===== src/rtl/fpu_req_sequencer.sv =====
// Issue stage in front of the fixed-latency fpu: registers requests onto the
// fpu pins, tracks in-flight ops and buffers results in a credit-guarded FIFO.
//
// Ports:
//   clk, rst_n                       clock, synchronous active-low reset
//   in_valid/in_ready                request handshake
//   in_rmode/op/opa/opb/tag          request payload
//   fpu_rmode/op/opa/opb             registered fpu inputs
//   fpu_out, fpu_flags               fpu results, sampled LATENCY edges later
//   out_valid/out_ready              result handshake (FIFO head)
//   out_result/out_flags/out_tag     head entry
//   issued_cnt, completed_cnt        wrapping accept/pop counters
module fpu_req_sequencer #(
  parameter int LATENCY = 4,
  parameter int DEPTH   = 4,
  parameter int TAG_W   = 4
) (
  input  logic             clk,
  input  logic             rst_n,
  input  logic             in_valid,
  output logic             in_ready,
  input  logic [1:0]       in_rmode,
  input  logic [2:0]       in_op,
  input  logic [31:0]      in_opa,
  input  logic [31:0]      in_opb,
  input  logic [TAG_W-1:0] in_tag,
  output logic [1:0]       fpu_rmode,
  output logic [2:0]       fpu_op,
  output logic [31:0]      fpu_opa,
  output logic [31:0]      fpu_opb,
  input  logic [31:0]      fpu_out,
  input  logic [7:0]       fpu_flags,
  output logic             out_valid,
  input  logic             out_ready,
  output logic [31:0]      out_result,
  output logic [7:0]       out_flags,
  output logic [TAG_W-1:0] out_tag,
  output logic [15:0]      issued_cnt,
  output logic [15:0]      completed_cnt
);

  localparam int PW   = $clog2(DEPTH);
  localparam int CNTW = $clog2(DEPTH + 1);
  localparam int IFW  = $clog2(LATENCY + 1);
  localparam int CW   = $clog2(DEPTH + LATENCY + 1);

  logic [LATENCY-1:0] sr_v;
  logic [TAG_W-1:0]   sr_tag [LATENCY];

  logic [IFW-1:0]  infl;
  logic [CNTW-1:0] cnt;
  logic [PW-1:0]   wp;
  logic [PW-1:0]   rp;

  logic [31:0]      mem_res [DEPTH];
  logic [7:0]       mem_flg [DEPTH];
  logic [TAG_W-1:0] mem_tag [DEPTH];

  logic [31:0]      hold_res;
  logic [7:0]       hold_flg;
  logic [TAG_W-1:0] hold_tag;

  logic accept;
  logic cap;
  logic pop;
  logic [CW-1:0] used;

  // Credit counts every op from accept until its result is popped, so the
  // FIFO always has a free slot by the time a result reaches the last stage.
  assign used      = CW'(cnt) + CW'(infl);
  assign in_ready  = rst_n & (used < CW'(DEPTH));
  assign accept    = in_valid & in_ready;
  assign cap       = sr_v[LATENCY-1];
  assign out_valid = (cnt != '0);
  assign pop       = out_valid & out_ready;

  assign out_result = out_valid ? mem_res[rp] : hold_res;
  assign out_flags  = out_valid ? mem_flg[rp] : hold_flg;
  assign out_tag    = out_valid ? mem_tag[rp] : hold_tag;

  always_ff @(posedge clk) begin
    if (!rst_n) begin
      fpu_rmode     <= '0;
      fpu_op        <= '0;
      fpu_opa       <= '0;
      fpu_opb       <= '0;
      sr_v          <= '0;
      for (int i = 0; i < LATENCY; i++) sr_tag[i] <= '0;
      infl          <= '0;
      cnt           <= '0;
      wp            <= '0;
      rp            <= '0;
      hold_res      <= '0;
      hold_flg      <= '0;
      hold_tag      <= '0;
      issued_cnt    <= '0;
      completed_cnt <= '0;
    end else begin
      if (accept) begin
        fpu_rmode  <= in_rmode;
        fpu_op     <= in_op;
        fpu_opa    <= in_opa;
        fpu_opb    <= in_opb;
        issued_cnt <= issued_cnt + 16'd1;
      end

      for (int i = LATENCY - 1; i > 0; i--) begin
        sr_v[i]   <= sr_v[i-1];
        sr_tag[i] <= sr_tag[i-1];
      end
      sr_v[0]   <= accept;
      sr_tag[0] <= in_tag;

      unique case ({accept, cap})
        2'b10:   infl <= infl + IFW'(1);
        2'b01:   infl <= infl - IFW'(1);
        default: ;
      endcase

      unique case ({cap, pop})
        2'b10:   cnt <= cnt + CNTW'(1);
        2'b01:   cnt <= cnt - CNTW'(1);
        default: ;
      endcase

      if (cap) wp <= wp + PW'(1);

      if (pop) begin
        rp            <= rp + PW'(1);
        hold_res      <= mem_res[rp];
        hold_flg      <= mem_flg[rp];
        hold_tag      <= mem_tag[rp];
        completed_cnt <= completed_cnt + 16'd1;
      end
    end
  end

  // Storage needs no reset: entries are only visible while counted.
  always_ff @(posedge clk) begin
    if (rst_n && cap) begin
      mem_res[wp] <= fpu_out;
      mem_flg[wp] <= fpu_flags;
      mem_tag[wp] <= sr_tag[LATENCY-1];
    end
  end

endmodule

===== config.mk =====
export PLATFORM = sky130hd
export DESIGN_NAME = fpu_req_sequencer
export DESIGN_NICKNAME = d
export VERILOG_FILES = /design/src/rtl/fpu_req_sequencer.sv
export SDC_FILE = /design/constraint.sdc
export NUM_CORES = 1
export LEC_CHECK = 0
export BUFFER_PORTS_ARGS = -buffer_cell sky130_fd_sc_hd__clkbuf_2
export CAP_MARGIN = 20
export CORE_MARGIN = 1
export CORE_UTILIZATION = 61
export CTS_BUF_LIST = sky130_fd_sc_hd__clkbuf_8
export DETAILED_ROUTE_END_ITERATION = 6
export PLACE_DENSITY = 0.87
export SYNTH_ARGS = -nofsm -noshare
export SYNTH_HDL_FRONTEND = slang
export SYNTH_SLANG_ARGS = --single-unit
export TNS_END_PERCENT = 100

===== constraint.sdc =====
create_clock -name clk -period 7.85 [get_ports clk]
set_input_delay 1.57 -clock clk [delete_from_list [all_inputs] [get_ports clk]]
set_output_delay 1.57 -clock clk [all_outputs]
set_load 0.1 [all_outputs]

# Word level (Yosys, flattened, before mapping)
# Memories as Yosys holds them, arrays and structs flattened. A register that Yosys moved wholly into a read port is not among the register bits.
# Cells that the tools add are included.
dict set report classes {
  bitwise 7
  n_addsub 9
  n_mux 19
  eq_ne 4
  n_reduce_logical 4
  magnitude_cmp 1
}
# op count
set ops {}
lappend ops {{adder 16 x 1 -> 16 bit, second input constant} 2}
lappend ops {{2-to-1 mux 32 bit} 1}
lappend ops {{2-to-1 mux 4 bit} 5}
lappend ops {{2-to-1 mux 2 bit} 6}
lappend ops {{case mux 3 bit (2 select lines)} 2}
lappend ops {{2-to-1 mux 8 bit} 1}
lappend ops {{adder 3 x 1 -> 3 bit, second input constant} 2}
lappend ops {{subtractor 3 x 1 -> 3 bit, second input constant} 2}
lappend ops {{adder 2 x 1 -> 2 bit, second input constant} 2}
lappend ops {{adder 3 x 3 -> 4 bit} 1}
lappend ops {{== test 2 x 1 -> 1 bit, second input constant} 2}
lappend ops {{== test 2 bit, second input constant} 2}
lappend ops {{< comparator 4 x 3 -> 1 bit, second input constant} 1}
lappend ops {{2-to-1 mux 1 bit} 4}
lappend ops {{bitwise OR 1 bit} 4}
lappend ops {{nonzero test 2 bit} 2}
lappend ops {{AND 1 bit} 3}
lappend ops {{nonzero test 3 bit} 1}
lappend ops {{logical AND 1 bit} 1}
dict set report totals {
  output_inout_bits 147
  elab_cells 62
  regBits 159
  mem_bits_rw 192
  n_memories 4
  input_bits 117
}
# name words word_bits read_ports rd_clocked_by_memory_dff wr line
set mem_list {}
lappend mem_list {mem_res 4 32 1 1 1 55} ;# logic [31:0] mem_res [DEPTH];
lappend mem_list {mem_flg 4 8 1 1 1 56} ;# logic [7:0] mem_flg [DEPTH];
lappend mem_list {mem_tag 4 4 1 1 1 57} ;# logic [TAG_W-1:0] mem_tag [DEPTH];
lappend mem_list {sr_tag 4 4 4 0 4 48} ;# logic [TAG_W-1:0] sr_tag [LATENCY];

# Logic depth before layout (Yosys ltp)
dict set report depth {
  ltp_word 6
  ltp_mapped 12
  ltp_nobuf 10
}

# Worst setup path after synthesis
# OpenSTA, ideal clock, no wires.
dict set report synth_path {
  path_kind {input to output}
  startpoint {input port rst_n}
  endpoint {output port in_ready}
  path_buffers 1
  stages 3
  t_required_ps 6280
  arrival_ps 2763
  path_slack_ps 3517
  cell_sequence {buf_4 -> nor4b_4 -> and2_1}
}
dict set report synth_via {
  elab_chain_len 1
}
# item line
set synth_rtl {}
lappend synth_rtl {{from (decl)} 19} ;# input logic rst_n,
lappend synth_rtl {{AND 1 bit} 71} ;# assign in_ready = rst_n & (used < CW'(DEPTH));
lappend synth_rtl {{to (decl)} 21} ;# output logic in_ready,
# No other way between the ends.

# Worst setup path in the final report
# Same ends and word-level chain as after synthesis.

==> results.ini <==
[status]
status = completed

[power_and_ir_drop]
vdd_drop_max_v = 0.000210
p_leak_nw = 6.18
power_density_nw_per_um2 = 253

[route]
drtAntennaViolNets = 0
firstDrtPassIters = 5
routed_via_density = 5.61
vias = 9171
routed_wl_mm = 30.2
wl_per_cell_um = 18.5
drtIter0Drc = 491
drc = 0

[critical_path]
crit_arrival_ns = 3.08
end_kind = output port
worst_setup_path_start_kind = primary input
crit_top_cell = clkbuf_2
path_depth = 4
path_cells = clkbuf_2 > nor4b_4 > and2_1 > clkbuf_2
max_stage_delay_ns = 0.46
worst-path-buf-inv = 2
worstPathRequired_ns = 6.28
critical-path-top-delay-family = buffers and inverters
criticalPathCategory = in2out
cp_slowest_cell = clkbuf_2
critPathMaxFanout = 36
ff2ff_path_depth = 10

[finish]
drive_gt1_share_pct = 33.4
finalNonFillerCells = 1636
multiInputGateArea_um2 = 4180
syn_to_final_growth_pct = 19.7
regArea_um2 = 8830
nNetsFinal = 1447
fillers = 1328
n_antenna_cell = 0

[floorplanning]
num_rows = 53
start_util_pct = 62.8
die_y_um = 150
chipWidth_um = 150
core-area_um2 = 21200
die_area_um2 = 22400
ioPinCount = 264

[place]
io_buffers = 263
numPlacedInstances = 1538
post-dp-hpwl_mm = 17.9
gp_congestion = 0.799
place_worst_setup_slack_ns = 3.18

[timing]
post-route-period-util_pct = 59.3
rsz0062_at_grt = false
hold_viol_final = 0
fmax_mhz = 215
maxSlewViolCount = 0
layout_min_cycle_time_ns = 4.65
timing.setup.tns_ns = 0
setup_violations = 0
worstMarginPinSlew_ns = 0.950
fin_ws_ns = 3.20
slew_headroom_pct = 36.6
fin_skew_ns = 0.0351

[synthesis]
synth_xor_xnor_area_share_pct = 1.25
synth_simple_gate_area_share_pct = 11.5
synth_area_leaders = edfxtp_1, dfxtp_1, mux4_2, nand2_1, a21oi_1
netlist_area_um2 = 13300
synth_top_area_share_pct = 39.7
synth-adder-area-share_pct = 1.24
netlist_top_cells_count = nand2_1, dfxtp_1, edfxtp_1
synth_compound_area_share_pct = 5.73
synthFlopType = dfxtp_1
synth.most_common_cell = nand2_1
muxShareOfSynthArea_pct = 11.6
synth_top_family_by_area = multiplexers
ys_ff_latch = 353
synth_fp_nets = 1179
ys_seq_area_share_pct = 66.3
yosysUniqueCellTypes = 41
syn-instance-count = 1050
synthArstFlopShare_pct = 0
syn_area_per_cell_um2 = 12.7
synth_edf_count = 176
yosysWarnings = 0
yosys.area.top_type = edfxtp_1

[global_route]
top_usage_layer = met2
grt_use_total_pct = 26.8
grt_pass1_vias = 8863
grt_max_degree = 82
grt_overflow = 0
antenna_found_initial = 0
grtUsageMet3_pct = 6.83
grt_pass1_wl_mm = 45.6
gr-usage-met1_pct = 30.3
use_met2_pct = 47.4

[cts]
cts_tree = yes
cts_hold_buf = 0
cts_buffers = 53
cts_buffer_depth = 3
cts_root_buffer = clkbuf_8
clk_pin_slew_worst_paths_ns = 0.06
insertion_delay_ns = 0.58
htreeDepth = 2
clock_sinks = 353
post_cts_buffers = 0
ctsResizeCount = 0

[min_path]
hp-class = reg2reg
worstHoldPathCells = 1

[flow_run]
maxCapViolations = 0

## per-stage QoR
stage          cell area, um^2  hold WS [ns]  utilization (%)  total power, mW
2_1_floorplan            13300         0.412                -             2.43
3_5_place_dp             14800         0.421             69.8             2.54
3_3_place_gp             14800         0.417             69.8             2.53
4_1_cts                  15900         0.437             75.1             4.06
6_report                 15900         0.436             75.1             4.03
5_1_grt                  15900         0.448             75.1             4.17
## registers in the layout, indices dropped and copies added (netlist names), 16 cells and up, named ones only
name and cells:
hold_res 32, issued_cnt 16, mem_flg 32, sr_tag 16
mem_tag 16, mem_res 128, fpu_opa 32, completed_cnt 16
fpu_opb 32
## cell usage in the layout (no fill, tap or decap), types with 4 or more instances in the layout
cell type	count
nand2b_1	4
and4_1	4
edfxtp_1	176
buf_4	11
xnor2_1	11
inv_1	29
nand4_1	6
and2_1	20
dfxtp_1	175
nand3_1	11
clkinv_1	4
a21oi_1	130
or3_1	11
nor2_1	28
clkbuf_8	72
mux2_2	44
o21ai_0	10
clkbuf_2	263
mux4_2	44
xor2_1	8
and3_2	5
nand2_1	246
ha_1	10
mux2i_1	6
## kinds of logic (layout without fill, tap and decap cells)
family	count (synthesis)	count (layout)
compound gates	147	147
xor+xnor	19	19
fa+ha+maj	12	12
buf+inv	76	387
flops	353	353
mux	94	94
simple gates	349	349
## cell type report
cell class                      instances  area share [%]
Sequential cell                       353            55.4
Multi-Input combinational cell        621            26.2
Timing Repair Buffer                  274            8.77
Clock buffer                           72            6.21
Tap cell                              275            2.16
Clock inverter                         26           0.871
Inverter                               15           0.369
## worst paths after layout
| check | startpoint | endpoint | slack, ns |
|---|---|---|---|
| worst max-delay path | rst_n | in_ready | 3.20 |
| worst min-delay path | sr_tag[0][1] | sr_tag[1][1] | 0.44 |
| worst max register to register | cnt[1] | infl[2] | 5.37 |
| worst min register to register | sr_tag[0][1] | sr_tag[1][1] | 0.44 |
## routing by layer
layer	wire length [um]	vias to the layer above
met5	0	-
met3	2600	72
met4	1060	0
met1	11000	4413
met2	15600	411
li1	-	4275
## worst register-to-register path: stages (launching register included)
cell     delay [ns]
dfxtp_1        0.38
ha_1           0.30
nand3_1        0.17
and3_2         0.30
inv_2          0.06
ha_1           0.16
inv_1          0.06
fa_1           0.38
xor2_1         0.16
or3_1          0.30
a21oi_1        0.13
## report_power, final
part           switching, mW  internal [mW]
Clock                  0.682          0.850
Sequential            0.0262           1.96
Combinational          0.404          0.107
Total                   1.11           2.92
No activity file was read; power rests on OpenSTA's default activity.
